[config.mk]
export PLATFORM = sky130hd
export DESIGN_NAME = dense_layer_fx_flat
export DESIGN_NICKNAME = d
export VERILOG_FILES = /design/src/rtl/dense_layer_fx_if.sv /design/src/rtl/dense_layer_fx.sv /design/src/flat_wrapper.sv
export SDC_FILE = /design/constraint.sdc
export NUM_CORES = 2
export LEC_CHECK = 0
export BUFFER_PORTS_ARGS = -buffer_cell sky130_fd_sc_hd__buf_2
export CORE_UTILIZATION = 40
export DETAILED_ROUTE_END_ITERATION = 16
export SYNTH_ARGS = -nofsm -noshare
export SYNTH_HDL_FRONTEND = slang
export SYNTH_SLANG_ARGS = --single-unit
[constraint.sdc]
create_clock -name clk -period 17.9 [get_ports clk]
set_input_delay 2.685 -clock clk [delete_from_list [all_inputs] [get_ports clk]]
set_output_delay 2.685 -clock clk [all_outputs]
set_load 0.01 [all_outputs]
[src/rtl/dense_layer_fx_if.sv]
// dense_layer_fx_if: control/data bundle for one dense_layer_fx stage.
//   start/x          : inference request and input vector (I elements of S bits)
//   y/busy/done      : registered output vector and level status flags
//   w_we/w_addr/w_data, b_we/b_addr/b_data : runtime weight and bias writes
// slave modport is the layer side, master modport is the driver side.
interface dense_layer_fx_if #(
   parameter int S  = 16,
   parameter int I  = 4,
   parameter int O  = 3,
   parameter int AW = $clog2(O*I),
   parameter int BW = (O > 1) ? $clog2(O) : 1
);
   logic             start;
   logic [I*S-1:0]   x;
   logic [O*S-1:0]   y;
   logic             busy;
   logic             done;
   logic             w_we;
   logic [AW-1:0]    w_addr;
   logic [S-1:0]     w_data;
   logic             b_we;
   logic [BW-1:0]    b_addr;
   logic [S-1:0]     b_data;

   modport slave (
      input  start, x, w_we, w_addr, w_data, b_we, b_addr, b_data,
      output y, busy, done
   );

   modport master (
      output start, x, w_we, w_addr, w_data, b_we, b_addr, b_data,
      input  y, busy, done
   );
endinterface

[src/rtl/dense_layer_fx.sv]
// dense_layer_fx: fixed-point time-multiplexed fully-connected layer,
// y = act(W*x + b), computed P neurons at a time over G = ceil(O/P) groups.
// Ports:
//   clk  : clock, all state on posedge
//   rst  : asynchronous active-high reset (memories are not cleared)
//   bus  : dense_layer_fx_if.slave (start/x in, y/busy/done out, W/b writes)
// Per group: I MAC cycles, one BIAS cycle, one ACT cycle -> G*(I+2) latency.
module dense_layer_fx #(
   parameter int S    = 16,
   parameter int FRAC = 8,
   parameter int I    = 4,
   parameter int O    = 3,
   parameter int P    = 2,
   parameter int ACT  = 0,
   parameter int AW   = $clog2(O*I),
   parameter int BW   = (O > 1) ? $clog2(O) : 1
) (
   input logic             clk,
   input logic             rst,
   dense_layer_fx_if.slave bus
);
   localparam int G     = (O + P - 1) / P;
   localparam int DEPTH = G * I;
   localparam int MW    = (DEPTH > 1) ? $clog2(DEPTH) : 1;
   localparam int GW    = (G > 1) ? $clog2(G) : 1;
   localparam int KW    = (I > 1) ? $clog2(I) : 1;
   localparam int ACC_W = 2*S + $clog2(I) + 1;

   localparam logic signed [ACC_W-1:0] V_MAX = {{(ACC_W-S+1){1'b0}}, {(S-1){1'b1}}};
   localparam logic signed [ACC_W-1:0] V_MIN = {{(ACC_W-S+1){1'b1}}, {(S-1){1'b0}}};
   localparam logic signed [S+1:0]     HALF  = (S+2)'(1 << (FRAC-1));
   localparam logic signed [S+1:0]     ONE   = (S+2)'(1 << FRAC);

   typedef enum logic [2:0] {ST_IDLE, ST_MAC, ST_BIAS, ST_ACT, ST_DONE} state_t;

   state_t                    state_q, state_d;
   logic [GW-1:0]             g_q;
   logic [KW-1:0]             k_q;
   logic [I*S-1:0]            x_q;
   logic [O*S-1:0]            y_q;
   logic signed [ACC_W-1:0]   acc_q    [P];
   logic signed [ACC_W-1:0]   mac_add  [P];
   logic signed [ACC_W-1:0]   bias_add [P];
   logic signed [S-1:0]       w_rd     [P];
   logic signed [S-1:0]       b_rd     [P];
   logic signed [S-1:0]       act_y    [P];
   logic signed [S-1:0]       x_k;
   logic [MW-1:0]             rd_idx;
   logic                      busy, accept, last_k, last_g;

   assign busy     = (state_q == ST_MAC) || (state_q == ST_BIAS) || (state_q == ST_ACT);
   assign bus.busy = busy;
   assign bus.done = (state_q == ST_DONE);
   assign bus.y    = y_q;
   assign accept   = bus.start && ((state_q == ST_IDLE) || (state_q == ST_DONE));
   assign last_k   = (k_q == KW'(I-1));
   assign last_g   = (g_q == GW'(G-1));
   assign x_k      = x_q[k_q*S +: S];
   assign rd_idx   = MW'(int'(g_q) * I + int'(k_q));

   // Write decode: neuron n = addr / I lives in bank n % P at row n / P.
   int            w_idx, w_n, b_n;
   logic          w_ok, b_ok;
   logic [MW-1:0] w_wi;
   logic [GW-1:0] b_wi;

   always_comb begin
      w_idx = int'(bus.w_addr);
      w_n   = w_idx / I;
      w_ok  = bus.w_we && !busy && (w_idx < O*I);
      w_wi  = MW'((w_n / P) * I + (w_idx % I));
      b_n   = int'(bus.b_addr);
      b_ok  = bus.b_we && !busy && (b_n < O);
      b_wi  = GW'(b_n / P);
   end

   for (genvar gi = 0; gi < P; gi++) begin : g_lane
      logic signed [S-1:0]     w_mem [DEPTH];
      logic signed [S-1:0]     b_mem [G];
      logic signed [2*S-1:0]   prod;
      logic signed [ACC_W-1:0] v;
      logic signed [S-1:0]     sat;
      logic signed [S+1:0]     hs;

      always_ff @(posedge clk) begin
         if (w_ok && ((w_n % P) == gi)) w_mem[w_wi] <= bus.w_data;
         if (b_ok && ((b_n % P) == gi)) b_mem[b_wi] <= bus.b_data;
      end

      assign w_rd[gi]     = w_mem[rd_idx];
      assign b_rd[gi]     = b_mem[g_q];
      assign prod         = w_rd[gi] * x_k;
      assign mac_add[gi]  = ACC_W'(prod);
      assign bias_add[gi] = ACC_W'(b_rd[gi]) <<< FRAC;

      always_comb begin
         v   = acc_q[gi] >>> FRAC;
         sat = (v > V_MAX) ? V_MAX[S-1:0] : (v < V_MIN) ? V_MIN[S-1:0] : v[S-1:0];
         hs  = (S+2)'(sat >>> 2) + HALF;
         case (ACT)
            1:       act_y[gi] = (sat < 0) ? '0 : sat;
            2:       act_y[gi] = (hs < 0) ? '0 : (hs > ONE) ? ONE[S-1:0] : hs[S-1:0];
            default: act_y[gi] = sat;
         endcase
      end
   end

   always_comb begin
      state_d = state_q;
      unique case (state_q)
         ST_IDLE, ST_DONE: if (accept) state_d = ST_MAC;
         ST_MAC:           if (last_k) state_d = ST_BIAS;
         ST_BIAS:          state_d = ST_ACT;
         ST_ACT:           state_d = last_g ? ST_DONE : ST_MAC;
         default:          state_d = ST_IDLE;
      endcase
   end

   always_ff @(posedge clk or posedge rst) begin
      if (rst) begin
         state_q <= ST_IDLE;
         g_q     <= '0;
         k_q     <= '0;
         x_q     <= '0;
         y_q     <= '0;
         for (int p = 0; p < P; p++) acc_q[p] <= '0;
      end else begin
         state_q <= state_d;
         unique case (state_q)
            ST_IDLE, ST_DONE: begin
               if (accept) begin
                  x_q <= bus.x;
                  g_q <= '0;
                  k_q <= '0;
                  for (int p = 0; p < P; p++) acc_q[p] <= '0;
               end
            end
            ST_MAC: begin
               for (int p = 0; p < P; p++) acc_q[p] <= acc_q[p] + mac_add[p];
               k_q <= last_k ? '0 : k_q + 1'b1;
            end
            ST_BIAS: begin
               for (int p = 0; p < P; p++) acc_q[p] <= acc_q[p] + bias_add[p];
            end
            ST_ACT: begin
               // Lanes past the last neuron in the final group are discarded here.
               for (int p = 0; p < P; p++) begin
                  if (int'(g_q) * P + p < O) y_q[(int'(g_q) * P + p) * S +: S] <= act_y[p];
               end
               if (!last_g) begin
                  g_q <= g_q + 1'b1;
                  k_q <= '0;
                  for (int p = 0; p < P; p++) acc_q[p] <= '0;
               end
            end
            default: ;
         endcase
      end
   end
endmodule
[src/flat_wrapper.sv]
// flat-port wrapper written by rule: the top's interface ports become plain ports
module dense_layer_fx_flat 
#(
   parameter int S    = 16,
   parameter int FRAC = 8,
   parameter int I    = 4,
   parameter int O    = 3,
   parameter int P    = 2,
   parameter int ACT  = 0,
   parameter int AW   = $clog2(O*I),
   parameter int BW   = (O > 1) ? $clog2(O) : 1
)
  (clk, rst, bus_start, bus_x, bus_w_we, bus_w_addr, bus_w_data, bus_b_we, bus_b_addr, bus_b_data, bus_y, bus_busy, bus_done);
  dense_layer_fx_if #(.S(S), .I(I), .O(O), .AW(AW), .BW(BW)) bus_i ();
  input logic clk;
  input logic rst;
  input wire logic [$bits(bus_i.start)-1:0] bus_start;
  input wire logic [$bits(bus_i.x)-1:0] bus_x;
  input wire logic [$bits(bus_i.w_we)-1:0] bus_w_we;
  input wire logic [$bits(bus_i.w_addr)-1:0] bus_w_addr;
  input wire logic [$bits(bus_i.w_data)-1:0] bus_w_data;
  input wire logic [$bits(bus_i.b_we)-1:0] bus_b_we;
  input wire logic [$bits(bus_i.b_addr)-1:0] bus_b_addr;
  input wire logic [$bits(bus_i.b_data)-1:0] bus_b_data;
  output wire logic [$bits(bus_i.y)-1:0] bus_y;
  output wire logic [$bits(bus_i.busy)-1:0] bus_busy;
  output wire logic [$bits(bus_i.done)-1:0] bus_done;
  assign bus_i.start = bus_start;
  assign bus_i.x = bus_x;
  assign bus_i.w_we = bus_w_we;
  assign bus_i.w_addr = bus_w_addr;
  assign bus_i.w_data = bus_w_data;
  assign bus_i.b_we = bus_b_we;
  assign bus_i.b_addr = bus_b_addr;
  assign bus_i.b_data = bus_b_data;
  assign bus_y = bus_i.y;
  assign bus_busy = bus_i.busy;
  assign bus_done = bus_i.done;
  dense_layer_fx #(.S(S), .FRAC(FRAC), .I(I), .O(O), .P(P), .ACT(ACT), .AW(AW), .BW(BW)) u_core (.clk(clk), .rst(rst), .bus(bus_i));
endmodule
==> impl_results.md <==
- Critical Path RT: 18400 ps
- Worst-margin pin slew: 1170 ps
- Area Growth Syn to Fin: 10.9%
- Final wirelength: 113 mm
- Worst Clk Skew: 69.9 ps
- Final Max Tran Viols: 0
- Clk Latency, worst-skew pair: 690 ps
- Final HPWL DP: 86.9 mm
- Antenna violations before repair: 2
- Starting DRT DRC Count: 1716
- CP Launch Type: register
- Post_cts resized: 0
- Min cycle time layout: 9270 ps
- First-pass GRT wire length: 182 mm
- CTS tree: built
- Fill cells: 10400
- Cts hold-fix bufs: 0
- Ys flop type: edfxtp_1
- Detailed Routing Iterations Pass 1: 6
- Core area: 0.111 mm²
- Tot GR Track Use: 21.0%
- Placed cell area: 0.0476 mm²
- Largest net degree at the start of global routing: 73
- Clock root cell: clkbuf_16
- Yosys warnings: 0
- Crit path DAT: 9770 ps
- Synthesized flop and latch total: 508
- DR WL/cell: 19.6 µm
- Fraction of registers with async set or reset after synthesis: 37.0%
- Relative slew slack: 21.8%
- Initial Util: 40.4%
- Design area: 0.0496 mm²
- Post-CTS setup buffers: 0
- Gpl congestion: 0.845
- Critical Path End Type: register
- Layout Utilization: 44.8%
- Crit Path Max Fanout: 49
- Setup violators final: 0
- Final setup TNS: 0 ps
- Vias per Instance: 5.11
- CTS Buf Count: 59
- H-tree depth: 2
- Final Hold Viols: 0
- Total Die Area: 0.113 mm²
- Share of cells above drive strength 1: 12.9%
- Nets@finish: 5217
- PortBufs: 156
- Grt total ovfl: 0
- Syn Inst Count: 4032
- Clk buf depth: 3
- Via Count: 29400
- # DRC: 0
- Antenna Nets Post-Route: 0
- Run status: finished, final reports clean
- Clk sinks: 508
- Max-cap violations: 0
- Register area share after synthesis: 32.0%
- Post-synth EDFFs: 320
- Synthesized area: 0.0447 mm²
- I/O pin count: 157
- Vias in the first global route: 32300
- Period utilization: 51.8%
- RSZ-0062 raised after global routing: false
- Clk pin slew, worst setup/hold paths: 60 ps
- Cell row count: 122
- Reg-to-reg slack, setup: 8630 ps
- Fmax: 0.108 GHz
- Netlist cell types: 86
- Worst min-delay path class: reg2reg
- Die height: 336 µm
- Chip width: 336 µm
- Setup Crit Path Kind: reg2reg
- Avg Cell Area, Syn: 11.1 µm²
[state kept, by name (all words and copies together) (netlist names)]
register,flops
u_core.g_lane.w_mem,256
u_core.acc_q,70
u_core.g_lane.b_mem,64
u_core.x_q,64
u_core.bus.y,48
u_core.state_q,3
u_core.k_q,2
u_core.g_q,1
[per-stage QoR]
step | setup WS (ps) | cells | hold slack (ps)
after floorplan | 9960 | 4111 | 454
after CTS | 8520 | 5764 | 479
after detailed placement | 8610 | 5654 | 465
final | 8630 | 5766 | 474
after global placement | 8560 | 5654 | 459
after global routing | 7920 | 5764 | 501
[final timing paths]
path | from | end | depth (start not counted)
setup reg to reg | u_core.k_q[0] | u_core.acc_q[32] | 24
max in group asynchronous | rst | u_core.k_q[0] | 3
hold / removal | u_core.bus.y[9] | u_core.bus.y[9] | 2
hold reg to reg | u_core.bus.y[9] | u_core.bus.y[9] | 2
setup / recovery | u_core.k_q[0] | u_core.acc_q[32] | 24
min in group asynchronous | rst | u_core.acc_q[41] | 2
[routing by layer]
layer  vias to the layer above  GRT usage (%)  wire length (µm)
met5                         -              0                 0
met4                         0           6.99              3760
met3                       171           2.35              4320
met2                       596           37.7             58600
met1                     15300           26.2             46300
li1                      13400              -                 -
[critical path, stage by stage, from the launching register on]
cell and delay, ps:
dfrtp_4 550, buf_4 710, buf_4 700, mux4_2 590, nand2_1 90, and2_1 410
nor2_1 120, fa_1 500, fa_1 540, fa_1 540, fa_1 540, fa_1 570
inv_1 60, fa_1 520, inv_1 40, ha_1 360, a2111oi_0 520, o211ai_1 300
a2111oi_2 470, and4b_1 330, o31ai_2 130, nand2_1 110, nor3b_1 50, a31oi_1 140
o21ai_1 70
[cell type report]
cell class | instances | area (µm²) | share of cell area, %
Inverter | 729 | 2740 | 5.54
Sequential cell | 508 | 14300 | 28.9
Antenna cell | 2 | 5.00 | 0.0101
Tap cell | 1488 | 1860 | 3.76
Clock inverter | 41 | 458 | 0.924
Timing Repair Buffer | 214 | 1220 | 2.45
Multi-Input combinational cell | 2715 | 27400 | 55.3
Clock buffer | 69 | 1540 | 3.11
[synthesized netlist by cell type, types with 17 or more instances]
cell | number | share of area (%)
mux2_2 | 109 | 2.7
ha_1 | 261 | 7.3
dfrtp_1 | 188 | 11
a22oi_1 | 26 | 0.44
a21oi_1 | 88 | 0.99
xnor2_1 | 73 | 1.4
clkbuf_1 | 126 | 1.1
nand2_1 | 411 | 3.5
a21o_1 | 44 | 0.74
and2_1 | 33 | 0.46
o21a_1 | 17 | 0.29
xor2_1 | 31 | 0.61
nor2_1 | 302 | 2.5
edfxtp_1 | 320 | 22
o21ai_1 | 21 | 0.24
nand2b_1 | 51 | 0.71
mux4_2 | 70 | 3.5
nand3_1 | 17 | 0.19
o21ai_0 | 160 | 1.8
inv_1 | 728 | 6.1
fa_1 | 622 | 28
nor3_1 | 27 | 0.30
nor2b_1 | 48 | 0.67
o21bai_1 | 18 | 0.30
mux2i_1 | 19 | 0.43
buf_2 | 20 | 0.22
[cells in the final DEF (no fill, tap or decap), types with 8 or more instances in the layout]
master       n
a211oi_1    13
a21o_1      44
a21oi_1     88
a22o_1      12
a22oi_1     26
a31oi_1      9
and2_1      31
and3_1      13
buf_2      156
buf_4       58
clkbuf_16   59
clkinv_2    13
conb_1      80
dfrtp_1    185
edfxtp_1   320
fa_1       622
ha_1       261
inv_1      727
mux2_2     109
mux2i_1     19
mux4_2      70
nand2_1    411
nand2b_1    51
nand3_1     16
nand4_1     12
nor2_1     302
nor2b_1     48
nor3_1      21
o211ai_1    11
o21a_1      17
o21ai_0    155
o21ai_1     17
o21ai_2     10
o21bai_1    18
o31ai_1      8
or2_2        8
xnor2_1     73
xor2_1      31
[cell families after synthesis]
family,count (synthesis),synth area share (%)
flops,508,32.0
simple gates,951,9.26
mux,199,6.72
fa+ha+maj,883,35.2
xor+xnor,104,2.04
compound gates,498,7.26
buf+inv,888,7.51
other cells,1,0.00839
Power is left out: the tool's default activity adds up to more than one toggle a clock period on the data nets, which glitch-free logic cannot reach.
